## src/rtl/rsc_pkg.sv

```systemverilog
// rsc_pkg
// Shared definitions for the RSC encoder slice:
//   - rsc_state_e : encoder FSM states (IDLE, ENCODE, TERM)
//   - G_FB_DEF    : default feedback generator (bit 0 = input tap, bit i taps s_i)
//   - G_FF_DEF    : default feedforward generator (bit 0 taps a, bit i taps s_i)
//   - clog2()     : counter width helper, never returns less than 1
package rsc_pkg;

  typedef enum logic [1:0] {
    IDLE   = 2'd0,
    ENCODE = 2'd1,
    TERM   = 2'd2
  } rsc_state_e;

  localparam logic [2:0] G_FB_DEF = 3'b111;
  localparam logic [2:0] G_FF_DEF = 3'b101;

  // Bits needed to hold values 0..value-1; a single bit at minimum so
  // degenerate sizes still give a legal vector.
  function automatic int clog2(input int value);
    int width;
    width = 1;
    while ((1 << width) < value) width++;
    return width;
  endfunction

endpackage

```

## src/rtl/rsc_trellis_step.sv

```systemverilog
// rsc_trellis_step
// One combinational step of the recursive systematic convolutional trellis.
// Shared between the encoder and the branch-metric unit, which enumerates
// trellis transitions with it.
//
// Ports:
//   u_sel      in   0: encoder input is in_bit, 1: termination (tail) input
//   in_bit     in   information bit used when u_sel = 0
//   state      in   MEM memory cells, state[i-1] holds s_i (s_1 most recent)
//   a          out  recursive feedback value shifted into s_1
//   p          out  parity bit
//   tail_u     out  input bit that forces a = 0 (termination input)
//   next_state out  state after the step
module rsc_trellis_step
  import rsc_pkg::*;
#(
  parameter int             MEM  = 2,
  parameter logic [MEM:0]   G_FB = G_FB_DEF,
  parameter logic [MEM:0]   G_FF = G_FF_DEF
) (
  input  logic           u_sel,
  input  logic           in_bit,
  input  logic [MEM-1:0] state,
  output logic           a,
  output logic           p,
  output logic           tail_u,
  output logic [MEM-1:0] next_state
);

  logic fb;
  logic u;

  // The feedback sum over the memory cells doubles as the tail input:
  // feeding it back in cancels itself, so a = 0 and the register drains.
  always_comb begin
    fb     = ^(G_FB[MEM:1] & state);
    tail_u = fb;
    u      = u_sel ? fb : in_bit;
    a      = u ^ fb;
    p      = (G_FF[0] & a) ^ (^(G_FF[MEM:1] & state));
    next_state    = '0;
    next_state[0] = a;
    for (int i = 1; i < MEM; i++) begin
      next_state[i] = state[i-1];
    end
  end

endmodule

```

## src/rtl/rsc_encoder.sv

```systemverilog
// rsc_encoder
// Recursive systematic convolutional encoder. Encodes FRAME_LEN information
// bits, then appends MEM termination bits that return the trellis to state 0.
// Input is a valid/ready handshake; output is a registered valid/ready stage
// that can load a new symbol in the same cycle the old one is taken.
//
// Ports:
//   clk, rst       clock, synchronous active-high reset
//   start          one-cycle pulse, begins a frame (only honoured in IDLE)
//   in_valid/in_ready/in_bit       information bit handshake
//   out_valid/out_ready            output symbol handshake
//   out_sys        systematic bit (tail input bit during termination)
//   out_par        parity bit
//   out_tail       symbol is a termination bit
//   out_last       final tail symbol of the frame
//   out_par_valid  only with RSC_PUNCTURE_EN defined: parity kept after
//                  rate-1/2 puncturing (even info symbols and all tails)
//   busy           FSM is not IDLE
//
// Optional build macro: RSC_PUNCTURE_EN adds out_par_valid.
module rsc_encoder
  import rsc_pkg::*;
#(
  parameter int           FRAME_LEN = 16,
  parameter int           MEM       = 2,
  parameter logic [MEM:0] G_FB      = G_FB_DEF,
  parameter logic [MEM:0] G_FF      = G_FF_DEF
) (
  input  logic clk,
  input  logic rst,
  input  logic start,
  input  logic in_valid,
  output logic in_ready,
  input  logic in_bit,
  output logic out_valid,
  input  logic out_ready,
  output logic out_sys,
  output logic out_par,
  output logic out_tail,
  output logic out_last,
`ifdef RSC_PUNCTURE_EN
  output logic out_par_valid,
`endif
  output logic busy
);

  localparam logic [1:0] S_IDLE   = IDLE;
  localparam logic [1:0] S_ENCODE = ENCODE;
  localparam logic [1:0] S_TERM   = TERM;

  // One counter serves both the information and the tail phase.
  localparam int CNT_W = clog2(((FRAME_LEN > MEM) ? FRAME_LEN : MEM) + 1);
  localparam logic [CNT_W-1:0] INFO_LAST = CNT_W'(FRAME_LEN - 1);
  localparam logic [CNT_W-1:0] TAIL_LAST = CNT_W'(MEM - 1);

  logic [1:0]       state;
  logic [MEM-1:0]   sreg;
  logic [CNT_W-1:0] cnt;

  logic             free;
  logic             in_term;
  logic             step_en;
  logic             sym_u;
  logic             step_a;
  logic             step_p;
  logic             step_tail_u;
  logic [MEM-1:0]   step_next;
  logic             unused_step_a;

  rsc_trellis_step #(
    .MEM  (MEM),
    .G_FB (G_FB),
    .G_FF (G_FF)
  ) u_step (
    .u_sel      (in_term),
    .in_bit     (in_bit),
    .state      (sreg),
    .a          (step_a),
    .p          (step_p),
    .tail_u     (step_tail_u),
    .next_state (step_next)
  );

  // step_a is already folded into step_next; the port exists for the
  // branch-metric unit, which reuses the step.
  assign unused_step_a = step_a;

  // The output slot is free when empty or being drained this cycle; every
  // trellis advance waits on it, which is how backpressure stalls the FSM.
  assign free     = !out_valid || out_ready;
  assign in_term  = (state == S_TERM);
  assign in_ready = (state == S_ENCODE) && free;
  assign step_en  = free && (((state == S_ENCODE) && in_valid) || in_term);
  assign sym_u    = in_term ? step_tail_u : in_bit;
  assign busy     = (state != S_IDLE);

  // Control path: frame FSM, bit/tail counter and the encoder memory.
  // IDLE keeps the memory and counter cleared so every frame starts fresh.
  always_ff @(posedge clk) begin
    if (rst) begin
      state <= S_IDLE;
      sreg  <= '0;
      cnt   <= '0;
    end else begin
      case (state)
        S_IDLE: begin
          sreg <= '0;
          cnt  <= '0;
          if (start) state <= S_ENCODE;
        end
        S_ENCODE: begin
          if (step_en) begin
            sreg <= step_next;
            if (cnt == INFO_LAST) begin
              cnt   <= '0;
              state <= S_TERM;
            end else begin
              cnt <= cnt + CNT_W'(1);
            end
          end
        end
        S_TERM: begin
          if (step_en) begin
            if (cnt == TAIL_LAST) begin
              sreg  <= '0;
              cnt   <= '0;
              state <= S_IDLE;
            end else begin
              sreg <= step_next;
              cnt  <= cnt + CNT_W'(1);
            end
          end
        end
        default: begin
          state <= S_IDLE;
          sreg  <= '0;
          cnt   <= '0;
        end
      endcase
    end
  end

  // Output register: loads whenever the trellis steps, otherwise empties
  // once the consumer takes the symbol; fields hold while stalled.
  always_ff @(posedge clk) begin
    if (rst) begin
      out_valid <= 1'b0;
      out_sys   <= 1'b0;
      out_par   <= 1'b0;
      out_tail  <= 1'b0;
      out_last  <= 1'b0;
    end else if (step_en) begin
      out_valid <= 1'b1;
      out_sys   <= sym_u;
      out_par   <= step_p;
      out_tail  <= in_term;
      out_last  <= in_term && (cnt == TAIL_LAST);
    end else if (out_ready) begin
      out_valid <= 1'b0;
    end
  end

`ifdef RSC_PUNCTURE_EN
  // Puncturing keeps parity on even-indexed information symbols and on
  // every tail symbol; the info index is the counter value at the step.
  always_ff @(posedge clk) begin
    if (rst) begin
      out_par_valid <= 1'b0;
    end else if (step_en) begin
      out_par_valid <= in_term || !cnt[0];
    end
  end
`endif

endmodule

```

## config.mk

```make
export PLATFORM = sky130hd
export DESIGN_NAME = rsc_encoder
export DESIGN_NICKNAME = d
export VERILOG_FILES = /design/src/rtl/rsc_pkg.sv /design/src/rtl/rsc_trellis_step.sv /design/src/rtl/rsc_encoder.sv
export SDC_FILE = /design/constraint.sdc
export NUM_CORES = 1
export LEC_CHECK = 0
export BUFFER_PORTS_ARGS = -buffer_cell sky130_fd_sc_hd__clkbuf_2
export CORE_MARGIN = 2
export CORE_UTILIZATION = 54
export DETAILED_ROUTE_END_ITERATION = 12
export GPL_TIMING_DRIVEN = 0
export PLACE_DENSITY = 0.76
export SKIP_LAST_GASP = 1
export SYNTH_ARGS = -nofsm -noshare
export SYNTH_HDL_FRONTEND = slang
export SYNTH_SLANG_ARGS = --single-unit
```

## constraint.sdc

```tcl
create_clock -name clk -period 2.05 [get_ports clk]
set_input_delay 0.41 -clock clk [delete_from_list [all_inputs] [get_ports clk]]
set_output_delay 0.41 -clock clk [all_outputs]
set_load 0.005 [all_outputs]
```

==> impl_results.md <==
- Status: complete, no violations
- Port bufs: 12
- Syn avg cell area: 8.90 sq um
- Layout cell share with drive strength beyond 1: 0.183
- # Max-Cap Violations: 0
- DRT Wirelength: 1.59 mm
- Critical-path cell list: ha_1 > nand3_1 > inv_1 > ha_1 > nor2b_1 > o2bb2ai_1 > nand4b_1 > a31oi_1
- Antenna violations before repair: 0
- Synth Instances: 99
- R2R Path Start: cnt[0]$_SDFFE_PP0P_
- Postcts setup bufs: 0
- Slew HR: 0.684
- Post-DP HPWL: 1.18 mm
- WP buf/inv: 1
- Wire length of the first global-routing pass: 2.73 mm
- Final instance area: 997 sq um
- Peak VDD IR: 0.580 mV
- Reg2reg end: cnt[2]$_SDFFE_PP0P_
- Cell seen most often among critical-path stages: ha_1
- Min Clock Period, post-route: 1.87 ns
- Vias/cell: 5.53
- Vias: 725
- Hold endpoint: cnt[2]$_SDFFE_PP0P_
- Fmax: 535 MHz
- Drt initial violations: 12
- Number of synthesized flops with an enable pin: 0
- Switching power total: 388 uW
- Synth Flop Type: dfxtp_1
- Comb pwr share: 0.467
- Area leader, netlist: dfxtp_1
- Yosys cell types: 32
- Sw frac: 0.379
- Clk slew on worst S/H paths: 0.09 ns
- Syn Nets: 114
- Critical path class: flip-flop to flip-flop
- Die width: 44.4 um
- Die Span Y: 44.4 um
- CTS tree: yes
- Most frequent cells after synthesis: dfxtp_1, ha_1, nand2_1, nor2_1
- Row Count: 14
- WL/cell: 12.2 um
- Hold buffer count at cts: 0
- Root buf cell: clkbuf_4
- Post-route setup slack: 0.183 ns
- Largest net degree at the start of global routing: 11
- Fin util: 0.654
- Total CTS buffers: 3
- Nets: 131
- Post-synth ARST share: 0
- Pint: 635 uW
- Core footprint: 1520 sq um
- Crit-path max FO: 6
- Setup Skew: 0.00571 ns
- Resized Gates After CTS: 0
- Antenna fix cells: 0
- Starting Density: 0.578
- HP Class: primary input to flip-flop
- Max stage delay cell, worst path: dfxtp_1
- Post-synthesis sequential area ratio: 0.318
- H-Tree Depth: 1
- Startpoint Class: flip-flop
- Placed cell areas: 961 sq um
- Area growth syn-to-layout: 13.2%
- Worst R2R Setup Slack: 0.18 ns
- RePlAce Congestion: 0.775
- CP Capture Type: flip-flop
- Vias in the first global route: 644
- Hold Fails Final Rpt: 0
- Total gr overflow: 0
- RSZ-0062 raised after global routing: no
- Max incr delay on CP: 0.36 ns
- Sum Neg Setup Slack: 0 ns
- Clock power frac: 0.197
- Yosys warnings: 0
- Clock latency on the worst-skew pair: 0.29 ns
- Hold Path Origin: rst
- Antenna-violating nets left: 0
- Total clock sinks: 14
- Filler cells: 144
- Final Total Pwr: 1020 uW
- Cell Area, Synth: 881 sq um
- Most common cell in the synthesized netlist: dfxtp_1
- All-layer global routing usage: 0.196
- Synth top area share: 0.318
- Final cycle utilization of the critical path: 0.911
- Clk buf depth: 2
- Flops & latches, synth: 14
- Req. time, crit path: 2.27 ns
- Slew Viols, Final: 0
- Setup WS pre-CTS: 0.202 ns
- Leakage: 0.000398 uW
- I/O pins: 13
- Die ar.: 1970 sq um
- PwrDens: 1030 nW/um^2
- Worst Tran Pin Value: 0.474 ns
- Largest delay share family, worst path: simple AND/OR/NAND/NOR gates
- Reg power frac: 0.336
- Drc violations: 0
- Arr. time, crit path: 2.09 ns
- Hold Path Depth: 2
- Final setup viols: 0
- Worst reg2reg path depth: 8
- Synth area leaders: dfxtp_1, ha_1, a21oi_1, nand2_1, nor2_1
- DR pass1 iterations: 4
## routing by layer
layer  vias up  global-route usage  share of wire
met4         0              0.0727         0.0094
met1       331               0.225           0.46
met2        12               0.321           0.48
met3         2              0.0857          0.043
met5         -                   0              0
li1        380                   -              -
## kinds of logic after synthesis
family | after synthesis | share of synthesized area
flops | 14 | 0.318
xor+xnor | 3 | 0.0298
simple gates | 39 | 0.260
buf+inv | 10 | 0.0440
compound gates | 21 | 0.186
fa+ha+maj | 9 | 0.128
mux | 3 | 0.0341
## power groups by stage
stage	clock (uW)	combinational (uW)	sequential, uW
after floorplan	0	368	346
after global placement	0	476	348
after detailed placement	0	481	350
after CTS	214	486	344
after global routing	222	539	351
final	201	478	344
## cell usage in the layout, fill, tap and decap left out, types with 2 or more instances in the layout
cell type  count
dfxtp_1       14
clkbuf_2      12
nor2_1         9
nand2_1        9
ha_1           9
inv_1          8
a21oi_1        8
nand3_1        5
nand2b_1       5
nand3b_1       4
mux2i_1        3
clkbuf_4       3
xnor2_1        2
o21ai_0        2
a31oi_1        2
## layout make-up
| cell class | count | area (sq um) | area share |
|---|---|---|---|
| multi-input combinational | 75 | 562 | 0.563 |
| clock buffer | 4 | 36.3 | 0.0364 |
| tap | 16 | 20.0 | 0.0201 |
| timing repair buffer | 12 | 60.1 | 0.0602 |
| inverter | 8 | 30.0 | 0.0301 |
| buffer | 2 | 8.76 | 0.00878 |
| sequential | 14 | 280 | 0.281 |
## worst reg2reg max path, cell delays in order, from the launching register on
cell and delay (ns):
dfxtp_1 0.36, ha_1 0.24, nand3_1 0.11, inv_1 0.05, ha_1 0.17, nor2b_1 0.25, o2bb2ai_1 0.29, nand4b_1 0.17
a31oi_1 0.18
## state kept, by name, summed over array words and instances, names as in the netlist
register and flops:
cnt 5, out_last 1, out_par 1, out_sys 1, out_tail 1, out_valid 1
sreg 2, state 2
## worst max path at each step
| stage | from | to | slack [ns] | depth (start not counted) |
|---|---|---|---|---|
| after global placement | state[0]$_SDFFE_PP0P_ | sreg[0]$_SDFFE_PP0P_ | 0.27 | 6 |
| final | cnt[0]$_SDFFE_PP0P_ | cnt[2]$_SDFFE_PP0P_ | 0.18 | 8 |
| after global routing | cnt[0]$_SDFFE_PP0P_ | cnt[2]$_SDFFE_PP0P_ | 0.02 | 8 |
| after detailed placement | cnt[0]$_SDFFE_PP0P_ | cnt[2]$_SDFFE_PP0P_ | 0.20 | 8 |
| after CTS | cnt[0]$_SDFFE_PP0P_ | cnt[2]$_SDFFE_PP0P_ | 0.17 | 8 |
| after floorplan | state[0]$_SDFFE_PP0P_ | sreg[0]$_SDFFE_PP0P_ | 0.40 | 6 |
## stage by stage
| step | hold WS, ns | instances |
|---|---|---|
| 2_1_floorplan | 0.462 | 99 |
| 3_3_place_gp | 0.473 | 127 |
| 3_5_place_dp | 0.482 | 127 |
| 4_1_cts | 0.368 | 131 |
| 5_1_grt | 0.376 | 131 |
| 6_report | 0.370 | 131 |
Power figures use the tool's default switching activity.
